===== src/rtl/seg_sched_pkg.sv =====
// Shared state encoding, BCD constants and word type for the seven-segment display scheduler.
package seg_sched_pkg;
  typedef enum logic [1:0] {IDLE, CONVERT, HOLD} sched_state_t;

  localparam int BCD_DIGITS = 6;
  localparam int MAX_DEC    = 999999;

  typedef logic [4*BCD_DIGITS-1:0] bcd_word_t;
endpackage


===== src/rtl/seg_bcd_iter.sv =====
// Iterative shift-add-3 binary to BCD converter: one bit per cycle, IN_W cycles per value.
module seg_bcd_iter
  import seg_sched_pkg::*;
#(
  parameter int IN_W = 20
) (
  input  logic            clk,
  input  logic            rst_n,
  input  logic            start,
  input  logic [IN_W-1:0] bin,
  output logic            done,
  output bcd_word_t       bcd
);
  localparam int SR_W = 4*BCD_DIGITS + IN_W;
  localparam int CW   = $clog2(IN_W+1);

  logic [SR_W-1:0] sr, sr_step;
  logic [CW-1:0]   cnt;

  always_comb begin
    sr_step = sr;
    for (int d = 0; d < BCD_DIGITS; d++)
      if (sr_step[IN_W+4*d +: 4] >= 4'd5)
        sr_step[IN_W+4*d +: 4] = sr_step[IN_W+4*d +: 4] + 4'd3;
    sr_step = sr_step << 1;
  end

  // bcd is the result of the step in progress; it is final only while done is high
  assign done = (cnt == CW'(1));
  assign bcd  = sr_step[SR_W-1 -: 4*BCD_DIGITS];

  always_ff @(posedge clk or negedge rst_n) begin
    if (!rst_n) begin
      sr  <= '0;
      cnt <= '0;
    end else if (start) begin
      sr  <= {{(4*BCD_DIGITS){1'b0}}, bin};
      cnt <= CW'(IN_W);
    end else if (cnt != '0) begin
      sr  <= sr_step;
      cnt <= cnt - CW'(1);
    end
  end
endmodule


===== src/rtl/seg_disp_sched.sv =====
// Round-robin scheduler sharing one six-digit BCD display among NUM_REQ requesters.
// Optional SEG_SCHED_LZ_BLANK_EN adds the digit_blank leading-zero mask output.
module seg_disp_sched
  import seg_sched_pkg::*;
#(
  parameter int NUM_REQ     = 2,
  parameter int IN_W        = 20,
  parameter int HOLD_CYCLES = 50000000
) (
  input  logic                    clk,
  input  logic                    rst_n,
  input  logic [NUM_REQ-1:0]      req,
  input  logic [NUM_REQ*IN_W-1:0] value_in,
  output logic [NUM_REQ-1:0]      ack,
  output logic [23:0]             disp_value,
  output logic                    disp_on,
`ifdef SEG_SCHED_LZ_BLANK_EN
  output logic [5:0]              digit_blank,
`endif
  output logic                    busy
);
  localparam int PW   = $clog2(NUM_REQ);
  localparam int HW   = $clog2(HOLD_CYCLES);
  localparam int SELW = IN_W + 24;
  localparam logic [SELW-1:0] MAX_W = SELW'(MAX_DEC);

  sched_state_t     state, state_nx;
  logic [PW-1:0]    rr_ptr, grant_idx, jj;
  logic [HW-1:0]    hold_cnt;
  logic             grant_any, start, conv_done, load_disp;
  logic [NUM_REQ-1:0] ack_c;
  logic [IN_W-1:0]  sel, clamped;
  bcd_word_t        conv_bcd;
  int               j;

  // Lowest offset from rr_ptr wins, so scan offsets from high to low
  always_comb begin
    grant_any = 1'b0;
    grant_idx = '0;
    j         = 0;
    jj        = '0;
    for (int k = NUM_REQ-1; k >= 0; k--) begin
      j = int'(rr_ptr) + k;
      if (j >= NUM_REQ) j = j - NUM_REQ;
      jj = PW'(j);
      if (req[jj]) begin
        grant_any = 1'b1;
        grant_idx = jj;
      end
    end
  end

  always_comb begin
    sel     = value_in[int'(grant_idx)*IN_W +: IN_W];
    clamped = ({24'd0, sel} > MAX_W) ? MAX_W[IN_W-1:0] : sel;
  end

  seg_bcd_iter #(.IN_W(IN_W)) u_bcd (
    .clk   (clk),
    .rst_n (rst_n),
    .start (start),
    .bin   (clamped),
    .done  (conv_done),
    .bcd   (conv_bcd)
  );

  always_ff @(posedge clk or negedge rst_n) begin
    if (!rst_n) state <= IDLE;
    else        state <= state_nx;
  end

  always_comb begin
    state_nx  = state;
    start     = 1'b0;
    ack_c     = '0;
    load_disp = 1'b0;
    case (state)
      IDLE: if (grant_any) begin
        ack_c[grant_idx] = 1'b1;
        start            = 1'b1;
        state_nx         = CONVERT;
      end
      CONVERT: if (conv_done) begin
        load_disp = 1'b1;
        state_nx  = HOLD;
      end
      HOLD: if (hold_cnt == '0) state_nx = IDLE;
      default: state_nx = IDLE;
    endcase
  end

  // ack is a Mealy output off req; keep it quiet while reset is held
  assign ack  = rst_n ? ack_c : '0;
  assign busy = (state != IDLE);

  always_ff @(posedge clk or negedge rst_n) begin
    if (!rst_n) begin
      rr_ptr     <= '0;
      hold_cnt   <= '0;
      disp_value <= '0;
      disp_on    <= 1'b0;
    end else begin
      if (start)
        rr_ptr <= (grant_idx == PW'(NUM_REQ-1)) ? '0 : grant_idx + PW'(1);
      if (load_disp) begin
        disp_value <= conv_bcd;
        disp_on    <= 1'b1;
        hold_cnt   <= HW'(HOLD_CYCLES-1);
      end else if (state == HOLD && hold_cnt != '0) begin
        hold_cnt <= hold_cnt - HW'(1);
      end
    end
  end

`ifdef SEG_SCHED_LZ_BLANK_EN
  logic [5:0] blank_nx;
  logic       lead;

  // Digit 0 is never blanked so a zero value still shows "0"
  always_comb begin
    blank_nx = '0;
    lead     = 1'b1;
    for (int k = BCD_DIGITS-1; k >= 1; k--) begin
      lead        = lead & (conv_bcd[4*k +: 4] == 4'd0);
      blank_nx[k] = lead;
    end
  end

  always_ff @(posedge clk or negedge rst_n) begin
    if (!rst_n)         digit_blank <= '0;
    else if (load_disp) digit_blank <= blank_nx;
  end
`endif
endmodule


===== config.mk =====
export PLATFORM = sky130hd
export DESIGN_NAME = seg_disp_sched
export DESIGN_NICKNAME = d
export VERILOG_FILES = /design/src/rtl/seg_sched_pkg.sv /design/src/rtl/seg_bcd_iter.sv /design/src/rtl/seg_disp_sched.sv
export SDC_FILE = /design/constraint.sdc
export NUM_CORES = 1
export LEC_CHECK = 0
export ABC_CLOCK_PERIOD_IN_PS = 3250
export CAP_MARGIN = 20
export CORE_MARGIN = 2
export CORE_UTILIZATION = 53
export CTS_CLUSTER_DIAMETER = 50
export DETAILED_ROUTE_END_ITERATION = 8
export PLACE_DENSITY = 0.77
export REMOVE_ABC_BUFFERS = 1
export SETUP_SLACK_MARGIN = 0.3
export SLEW_MARGIN = 25
export SYNTH_ARGS = -nofsm -noshare
export SYNTH_HDL_FRONTEND = slang
export SYNTH_SLANG_ARGS = --single-unit

===== constraint.sdc =====
create_clock -name clk -period 3.25 [get_ports clk]
set_clock_uncertainty 0.1 [all_clocks]
set_input_delay 0.4875 -clock clk [delete_from_list [all_inputs] [get_ports clk]]
set_output_delay 0.4875 -clock clk [all_outputs]
set_load 0.005 [all_outputs]

# Word-level counts from Yosys, hierarchy flattened
# Cells that the tools add are included.
# W data, S select, Z words.
# word_totals
regBits	103
out_inout_bits	28
word_cells	87
# classes
n_addsub	12
multipliers	1
order_cmp	13
n_eq_ne	6
n_shift	1
mux	37
n_reduce_logical	10
# ops
op	n
$mux W44	2
$mux W26	2
$shiftx A40 B7 Y20	1
$logic_not A26 Y1	1
$reduce_bool A26 Y1	1
$sub A26 B1 Y26 const B	1
$ge A4 B3 Y1 const B	6
$add A4 B2 Y4 const B	5
$gt A20 B20 Y1 const B	1
$mux W20	1
$mux W4	5
$mux W1	16
$mux W2	6
$mux W5	2
$lt A1 B2 Y1 const B	3
$ne A2 B2 Y1 const B	3
$pmux W2 S3	1
$reduce_bool A2 Y1	3
$eq A5 B1 Y1 const B	1
$reduce_bool A5 Y1	1
$sub A5 B1 Y5 const B	1
$mul A1 B3 Y4 const B	1
$add A3 B2 Y3 const B	1
$mux W3	1
12 further kinds	14

# Depth between registers and ports, before layout
# Gate-level depths: netlist (run 1).
# depth
depth_word	14
mapped_depth	8

# Modules after synthesis
# From an unflattened synthesis (run 1), not the netlist that was laid out.
# unflattened
cells_unflattened	642
area_unflattened_um2	5780.5
# by_module_without_submodules
module	n_inst	cells_each	area_per_inst_um2
seg_bcd_iter	1	332	2934.1
seg_disp_sched	1	310	2846.5

# Worst setup path after synthesis (run 1)
# OpenSTA, ideal clock, no wires.
# synth_path
kind	reg2reg
startpoint	register hold_cnt[4]
endpoint	register hold_cnt[6]
setup_time_ns	0.137
t_arrival_ns	2.033
t_required_ns	3.013
path_slack_ns	0.980
path_stages_with_launch	7
n_path_buf	1
synth_period_minus_slack_ns	2.270
cell_sequence	dfrtp_1 -> or4_4 -> nor4_4 -> a41oi_4 -> buf_6 -> a211oi_1 -> a31oi_1
# synth_via
elab_chain_len	3
word_cells_on_any_way	6
# synth_lines
element	line_no	source
start, declared	seg_disp_sched.sv:29	logic [HW-1:0] hold_cnt;
start signal, assigned	seg_disp_sched.sv:108	hold_cnt <= HW'(HOLD_CYCLES-1);
start signal, assigned	seg_disp_sched.sv:110	hold_cnt <= hold_cnt - HW'(1);
$sub A26 B1 Y26 or $reduce_bool A26 Y1 (tied branches)	seg_disp_sched.sv:110, seg_disp_sched.sv:109	
$mux W26 or $logic_and A1 B1 Y1 (tied branches)	seg_disp_sched.sv:109	end else if (state == HOLD && hold_cnt != '0) begin
$mux W26 or $reduce_bool A2 Y1 (tied branches)	-	
# Several ways; a longest one is shown, not always the timed one. The select of a mux whose other input is x is not followed.
# A chain may end at the register's enable or synchronous reset.

# Worst setup path after layout (run 1)
# layout_path
startpoint	register state[1]
endpoint	output ack[0]
# layout_via
elab_chain_len	3
# layout_lines
element	line_no	source
start, declared	seg_disp_sched.sv:27	sched_state_t state, state_nx;
start signal, assigned	seg_disp_sched.sv:69	else state <= state_nx;
$logic_not A2 Y1	seg_disp_sched.sv:77	case (state)
$mux W2	seg_disp_sched.sv:77	
$mux W2	seg_disp_sched.sv:93	assign ack = rst_n ? ack_c : '0;
end, declared	seg_disp_sched.sv:14	output logic [NUM_REQ-1:0] ack,
# Every way passes these cells.

==> impl_metrics.tcl, run 1 <==
set metrics [dict create \
    synth_ff_type "dfrtp_1" \
    nets 724 \
    viasPerCell 5.675 \
    synthXorXnorAreaFrac_pct 2.253 \
    synthTopCellsByCount "126 x nand2_1, 103 x dfrtp_1, 41 x a21oi_1, 36 x nor2_1, 30 x mux2i_1" \
    routedWlPerCell_um 14.73 \
    first_pass_iters 4 \
    startpoint_type "flip-flop" \
    crit_arrival_ps 2040 \
    yosys_warnings 0 \
    cp_data_required_time_ps 2660 \
    die_y_um 105.3 \
    antenna_left 0 \
    core_area_sq_um 9864 \
    yosysSeqAreaShare_pct 47.36 \
    synth.most_common_cell "nand2_1" \
    synth.distinct_cells 45 \
    path_clk_slew_ps 100 \
    dp_hpwl_mm 8.577 \
    synthMuxAreaShare_pct 5.517 \
    cts.sinks 103 \
    pin_count 72 \
    grt_max_degree 54 \
    finalHoldViolCount 0 \
    synth-seq-cells 103 \
    async_reset_ff_share_pct 100.0 \
    grt_pass1_wl_mm 20.38 \
    clockBufferDepth 2 \
    area_delta_synth_final_pct 19.68 \
    fp-row-count 36 \
    tns_ps 0 \
    reg2reg_setup_slack_ps 800 \
    gp_congestion 0.8818 \
    cts_htree_levels 3 \
    power_density_nw_per_um2 832.6 \
    holdWs_ps 151.2 \
    end_kind "primary output" \
    synth.top_cell.area_share_pct 47.36 \
    cts_buffers 9 \
    netlist_area_sq_um 5443 \
    cp_max_fo 6 \
    synth_top_family_by_area "simple AND/OR/NAND/NOR gates" \
    max_slew_margin_pct 53.94 \
    grt_overflow 0 \
    die_area_sq_um 11100 \
    finalSetupViolations 0 \
    status "finished clean" \
    cts_setup_buffers 0 \
    yosys.area_share.simple_pct 22.62 \
    diodes 0 \
    yosysTopAreaCell "dfrtp_1" \
    clkLatencyLatePin_ps 370 \
    drive_gt1_share_pct 5.979 \
    ir_drop_mv 0.3778 \
    drt_iter0_markers 256 \
    grt_pass1_vias 4457 \
    synth.avg_cell_area_sq_um 9.102 \
    worstSetupPathType "reg -> out" \
    fmax_mhz 380.5 \
    track_usage_pct 22.38 \
    die_x_um 105.3 \
    drc_errors 0 \
    vias 4551 \
    synthCells 598 \
    synth_compound_area_share_pct 15.13 \
    ctsResizeCount 0 \
    worst_pin_slew_ps 690.9 \
    cts_tree "done" \
    portBuffers 71 \
    synth_edf_count 0 \
    finalWirelength_mm 11.81 \
    fin_crit_sh_pct 80.87 \
    cts_hold_buf 0 \
    leakagePower_nw 2.836 \
    clockRootBuffer "clkbuf_8" \
    cap_violations 0 \
    initial_utilization_pct 55.18 \
    rsz0062_at_grt "false" \
    slew_viol_final 0 \
    hold_path.class "in -> async" \
    synth.area.top_cells "dfrtp_1 47%, nand2_1 8.7%, mux2i_1 5.5%" \
    antenna_found_initial 1 \
    period_minus_slack_ps 2628 \
    synthAdderAreaFrac_pct 3.678 \
]
## state kept, by name, summed over array words and instances (netlist names)
name,flops
disp_on,1
disp_value,24
hold_cnt,26
rr_ptr,1
state,2
u_bcd.cnt,5
u_bcd.sr,44
## placed cells by master (no fill, tap or decap), types with 10 or more instances in the layout
master,n
buf_4,14
a211oi_1,15
a31oi_1,12
dfrtp_1,103
nor3_1,11
mux2i_1,30
clkdlybuf4s50_1,70
inv_1,19
o21ai_0,29
nor2_1,35
nand2_1,126
ha_1,16
clkbuf_8,11
xnor2_1,12
nand3_1,19
a21oi_1,41
nand2b_1,10
## per-stage QoR
step	area, sq um	instances	utilization (%)	power [mW]	setup slack (ps)
5_1_grt	6514	802	66.03	5.886	459.5
3_3_place_gp	6306	786	63.93	4.480	746.7
4_1_cts	6514	802	66.03	5.457	602.0
3_5_place_dp	6306	786	63.93	4.626	728.3
6_report	6514	802	66.03	5.423	621.7
2_1_floorplan	5326	569	-	3.773	302.3
## per-layer routing
layer | global-route usage, % | vias to the layer above | wire (um)
met5 | 0 | - | 13
met2 | 38.06 | 113 | 5835
met1 | 28.74 | 2176 | 5231
met3 | 3.896 | 13 | 564
met4 | 8.000 | 2 | 167
li1 | - | 2247 | -
## critical path, cell delays in order, from the launching register on
cell	delay (ps)
dfrtp_1	440
nor2_1	260
inv_1	120
nor2_2	130
and3_1	200
clkdlybuf4s50_1	510
## power by group
group	leakage [nW]	switching [mW]	internal, mW
registers	1.27	0.472	1.84
logic	1.46	1.15	1.12
clock network	0.105	0.434	0.397
## cells by family after synthesis
family / count (synthesis)
and+or+nand+nor: 256
AOI/OAI and AO/OA: 131
DFF: 103
buffers and inverters: 48
muxes: 30
adders and majority gates: 16
xor gates and xnor gates: 14
## final timing paths
path | cells after the start | start | to
max | 5 | state[1]$_DFFE_PN0P_ | ack[0]
min | 2 | rst_n | rr_ptr$_DFFE_PN0P_
max reg2reg | 5 | hold_cnt[4]$_DFFE_PN0P_ | hold_cnt[4]$_DFFE_PN0P_
min reg2reg | 1 | disp_on$_DFFE_PN0P_ | disp_on$_DFFE_PN0P_
max in group asynchronous | 3 | rst_n | u_bcd.sr[11]$_DFFE_PN0P_
min in group clk | 1 | disp_on$_DFFE_PN0P_ | disp_on$_DFFE_PN0P_
## final cells by class
cell class / count / area [sq um]
repair buffers: 84 / 805.8
fillers: 806 / 3351
clock buffers: 11 / 151.4
clock inverters: 5 / 56.30
multi-input cells: 447 / 2685
well taps: 133 / 166.4
inverters: 19 / 71.32
flip-flops and latches: 103 / 2577
No activity file was read; power rests on OpenSTA's default activity.
==> inputs of run 2 (changes only) <==
--- a/config.mk
+++ b/config.mk
@@ -5,7 +5,7 @@
 export SDC_FILE = /design/constraint.sdc
 export NUM_CORES = 1
 export LEC_CHECK = 0
-export ABC_CLOCK_PERIOD_IN_PS = 3250
+export ABC_CLOCK_PERIOD_IN_PS = 2700
 export CAP_MARGIN = 20
 export CORE_MARGIN = 2
 export CORE_UTILIZATION = 53
==> constraint.sdc (replaced) <==
create_clock -name clk -period 2.7 [get_ports clk]
set_clock_uncertainty 0.1 [all_clocks]
set_input_delay 0.405 -clock clk [delete_from_list [all_inputs] [get_ports clk]]
set_output_delay 0.405 -clock clk [all_outputs]
set_load 0.005 [all_outputs]
==> impl_metrics.tcl, run 2 (synthesized netlist as in run 1, its figures left out) <==
set metrics [dict create \
    leakagePower_nw 2.928 \
    path_clk_slew_ps 90 \
    viasPerCell 5.697 \
    grt_pass1_wl_mm 20.71 \
    top_register "u_bcd.sr" \
    area_delta_synth_final_pct 22.37 \
    max_slew_margin_pct 47.42 \
    fmax_mhz 433.0 \
    cts_tree "done" \
    routedWlPerCell_um 14.67 \
    setup_ws_ps 390.4 \
    p_switching_mw 2.497 \
    slew_viol_final 0 \
    power_mw 6.650 \
    final_common_cell "nand2_1" \
    fin_crit_sh_pct 85.54 \
    period_minus_slack_ps 2310 \
    slowest_stage "clkdlybuf4s50_1" \
    rsz0062_at_grt "false" \
    cp_max_fo 6 \
    dpl_worst_slack_ps 338.1 \
    internal-power_mw 4.153 \
    final_cell_mix "126 x nand2_1, 101 x dfrtp_1, 69 x clkdlybuf4s50_1" \
    grt_max_degree 64 \
    finalWirelength_mm 11.97 \
    antenna_found_initial 0 \
    first_pass_iters 4 \
    initial_utilization_pct 55.18 \
    pin_count 72 \
    clockRootBuffer "clkbuf_8" \
    nets 738 \
    antenna_left 0 \
    diodes 0 \
    clockBufferDepth 2 \
    m1WireLength_mm 5.220 \
    grt_overflow 0 \
    drive_gt1_share_pct 8.931 \
    portBuffers 71 \
    critical_path_buf_inv_count 2 \
    worst_pin_slew_ps 788.7 \
    hold_path.class "in -> async" \
    wl_met2_mm 5.888 \
    largest_registers "u_bcd.sr (44), hold_cnt (26), disp_value (24)" \
    die_y_um 105.3 \
    startpoint_type "input pin" \
    met3_wirelength_um 508 \
    cap_violations 0 \
    power_density_nw_per_um2 998.5 \
    cts_htree_levels 3 \
    netSwitchingFraction_pct 37.55 \
    finalSetupViolations 0 \
    seqPwrFrac_pct 42.0 \
    finalHoldViolCount 0 \
    fp-row-count 36 \
    end_kind "primary output" \
    gp_congestion 0.8787 \
    drc_errors 0 \
    pwr-share-comb_pct 42.7 \
    dp_hpwl_mm 8.707 \
    crit_chain "clkdlybuf4s50_1 -> and2_1 -> and3_1 -> clkdlybuf4s50_1" \
    die_area_sq_um 11100 \
    cts.sinks 103 \
    cp_common_cell "clkdlybuf4s50_1" \
    die_x_um 105.3 \
    grt_pass1_vias 4642 \
    core_area_sq_um 9864 \
    worstSetupPathType "in -> out" \
    slowest_delay_ps 560 \
    status "finished clean" \
    clkLatencyLatePin_ps 360 \
    track_usage_pct 22.80 \
    p_clk_share_pct 15.3 \
    vias 4649 \
    ir_drop_mv 0.5190 \
    drt_iter0_markers 185 \
    largest_register_ff_count 44 \
    cp_data_required_time_ps 2190 \
    crit_arrival_ps 1800 \
    top_layer "met4" \
    cp_top_family "buffers and inverters" \
    cts_buffers 9 \
]
## run 2: cell count changes in the layout (fill, tap and decap cells not counted), sizes merged
| cell | change |
|---|---|
| buf | +14 |
| clkdlybuf4s50 | -1 |
| clkinvlp | -1 |
| clkbuf | +1 |
| dlymetal6s2s | +1 |
## run 2: worst paths after layout
| check | start | end | cells after the start | slack [ps] |
|---|---|---|---|---|
| min in group clk | disp_value[13]$_DFFE_PN0P_ | disp_value[13]$_DFFE_PN0P_ | 2 | 380 |
| max in group asynchronous | rst_n | state[1]$_DFFE_PN0P_ | 3 | 1280 |
| setup reg to reg | hold_cnt[0]$_DFFE_PN0P_ | hold_cnt[25]$_DFFE_PN0P_ | 8 | 460 |
| setup / recovery | req[1] | ack[1] | 4 | 390 |
| hold / removal | rst_n | hold_cnt[1]$_DFFE_PN0P_ | 2 | 10 |
| hold reg to reg | disp_value[13]$_DFFE_PN0P_ | disp_value[13]$_DFFE_PN0P_ | 2 | 380 |
## run 2: final cells by class
class,count,area (sq um)
fill,788,3204
multi-input combinational,447,2711
sequential,103,2580
timing repair buffer,98,913.4
tap,133,166.4
clock buffer,12,165.2
inverter,19,71.32
clock inverter,4,52.55
## run 2: metrics by stage
stage / setup TNS [ps] / hold slack [ps] / std cells / util, % / instance area [sq um]
after floorplan: -5861 / 9.409 / 569 / - / 5326
after global placement: 0 / 349.5 / 790 / 64.23 / 6336
after detailed placement: 0 / 361.6 / 790 / 64.23 / 6336
after CTS: 0 / 37.04 / 808 / 66.74 / 6584
after global routing: 0 / 66.26 / 816 / 67.52 / 6660
final: 0 / 13.70 / 816 / 67.52 / 6660
## run 2: what timing repair did
item,in CTS,in global routing
setup buffers,2,8
pin swaps,0,4
setup endpoints to repair,1,17
cloned,0,0
hold buffers,0,0
gates resized for setup,5,4
## run 2: layer usage
layer,vias up,track usage [%]
met5,-,0
met4,0,10.67
met3,25,3.278
met2,117,39.59
met1,2228,27.95
li1,2279,-
## run 2: power by group through the flow
stage	Clock (mW)	Sequential [mW]	Combinational, mW
4_1_cts	1.04	2.79	2.80
5_1_grt	1.10	2.90	3.22
3_5_place_dp	0	2.82	2.76
6_report	1.02	2.79	2.84
3_3_place_gp	0	2.77	2.63
2_1_floorplan	0	2.70	1.84
==> inputs of run 3 (changes only) <==
--- a/config.mk
+++ b/config.mk
@@ -8,10 +8,10 @@
 export ABC_CLOCK_PERIOD_IN_PS = 2700
 export CAP_MARGIN = 20
 export CORE_MARGIN = 2
-export CORE_UTILIZATION = 53
+export CORE_UTILIZATION = 56
 export CTS_CLUSTER_DIAMETER = 50
 export DETAILED_ROUTE_END_ITERATION = 8
-export PLACE_DENSITY = 0.77
+export PLACE_DENSITY = 0.81
 export REMOVE_ABC_BUFFERS = 1
 export SETUP_SLACK_MARGIN = 0.3
 export SLEW_MARGIN = 25
==> impl_metrics.tcl, run 3 (synthesized netlist as in run 1, its figures left out) <==
set metrics [dict create \
    status "finished clean" \
    path_clk_slew_ps 90 \
    fin_crit_sh_pct 88.35 \
    pin_count 72 \
    drt_iter0_markers 261 \
    setup_ws_ps 314.6 \
    clockRootBuffer "clkbuf_8" \
    dpl-instance-area_sq_um 6311 \
    period_minus_slack_ps 2385 \
    cp_common_cell "clkdlybuf4s50_1" \
    die_y_um 102.6 \
    slowest_delay_ps 560 \
    worst_pin_slew_ps 700.1 \
    top_register "u_bcd.sr" \
    first_pass_iters 4 \
    drive_gt1_share_pct 8.517 \
    cp_data_required_time_ps 2190 \
    slew_viol_final 0 \
    finalHoldViolCount 0 \
    r2r_start "hold_cnt[4]$_DFFE_PN0P_" \
    largest_register_ff_count 44 \
    diodes 0 \
    finalWirelength_mm 12.17 \
    reg2reg_depth 6 \
    max_slew_margin_pct 53.32 \
    leakagePower_nw 2.891 \
    cts.sinks 103 \
    power_density_nw_per_um2 986.4 \
    worstSetupPathType "in -> out" \
    die_area_sq_um 10520 \
    die_x_um 102.6 \
    nets 736 \
    drc_errors 0 \
    crit_chain "clkdlybuf4s50_1 -> nor2_1 -> nor2_2 -> and3_1 -> clkdlybuf4s50_1" \
    stdcell_area_sq_um 6605 \
    end_kind "primary output" \
    holdWs_ps 324.8 \
    reg2reg_setup_slack_ps 410 \
    fp-row-count 35 \
    fmax_mhz 419.2 \
    cap_violations 0 \
    area_delta_synth_final_pct 21.36 \
    fillers 709 \
    fin_util_pct 70.81 \
    critical_path_buf_inv_count 2 \
    slowest_stage "clkdlybuf4s50_1" \
    hold_path.class "in -> async" \
    power_mw 6.515 \
    vias 4663 \
    grt_pass1_wl_mm 20.11 \
    clkLatencyLatePin_ps 370 \
    antenna_left 0 \
    crit_arrival_ps 1880 \
    viasPerCell 5.757 \
    cp_max_fo 6 \
    initial_utilization_pct 58.35 \
    cts_buffers 9 \
    finalSetupViolations 0 \
    clockBufferDepth 2 \
    timing.rr.end "hold_cnt[0]$_DFFE_PN0P_" \
    final_common_cell "nand2_1" \
    portBuffers 71 \
    startpoint_type "input pin" \
    dp_hpwl_mm 8.558 \
    rsz0062_at_grt "true" \
    dpl_worst_slack_ps 203.3 \
    cp_top_family "buffers and inverters" \
    gp_congestion 0.9221 \
    routedWlPerCell_um 15.03 \
    track_usage_pct 23.97 \
    antenna_found_initial 0 \
    grt_pass1_vias 4485 \
    cts_htree_levels 3 \
    core_area_sq_um 9328 \
    grt_max_degree 57 \
    final_cell_mix "125 x nand2_1, 101 x dfrtp_1, 69 x clkdlybuf4s50_1" \
    cts_tree "done" \
    largest_registers "u_bcd.sr (44), hold_cnt (26), disp_value (24)" \
    grt_overflow 0 \
    ir_drop_mv 0.4256 \
]
run 3: worst max path at each step:
stage	from	endpoint	slack [ps]	depth (start not counted)
global placement	hold_cnt[4]$_DFFE_PN0P_	hold_cnt[2]$_DFFE_PN0P_	330	5
global route	state[0]$_DFFE_PN0P_	ack[0]	240	5
floorplan	u_bcd.cnt[2]$_DFFE_PN0P_	hold_cnt[2]$_DFFE_PN0P_	-250	5
detailed placement	hold_cnt[4]$_DFFE_PN0P_	hold_cnt[2]$_DFFE_PN0P_	200	5
CTS	state[1]$_DFFE_PN0P_	ack[0]	250	5
finish	req[1]	ack[0]	310	5
run 3: cell type report:
cell class | count | area (sq um) | share of cell area [%]
multi-input combinational | 447 | 2718 | 41.14
sequential | 103 | 2580 | 39.06
timing repair buffer | 96 | 900.9 | 13.64
tap | 129 | 161.4 | 2.444
clock buffer | 10 | 127.6 | 1.932
inverter | 19 | 71.32 | 1.080
clock inverter | 6 | 46.29 | 0.7009
run 3: metrics by stage:
stage | setup TNS (ps) | std cells
after floorplan | -5861 | 569
after global placement | 0 | 783
after detailed placement | 0 | 783
after CTS | 0 | 803
after global routing | 0 | 810
final | 0 | 810
run 3: what timing repair did:
action | in CTS | in global routing
hold buffers | 1 | 0
hold endpoints to repair | 1 | 0
gates resized for setup | 1 | 9
setup endpoints to repair | 10 | 12
setup buffers | 3 | 7
pin swaps | 1 | 3
run 3: report_power, final:
| part | switching (mW) | internal, mW | total (mW) |
|---|---|---|---|
| Combinational | 1.43 | 1.40 | 2.83 |
| Sequential | 0.581 | 2.22 | 2.80 |
| Clock | 0.545 | 0.341 | 0.886 |
| Total | 2.55 | 3.96 | 6.52 |
run 3: per-layer routing:
metal,up-vias,track usage [%],wire [um]
li1,2278,-,-
met1,2246,30.47,5280
met2,123,42.13,6167
met3,16,3.051,551
met4,0,8.615,172
met5,-,0,0
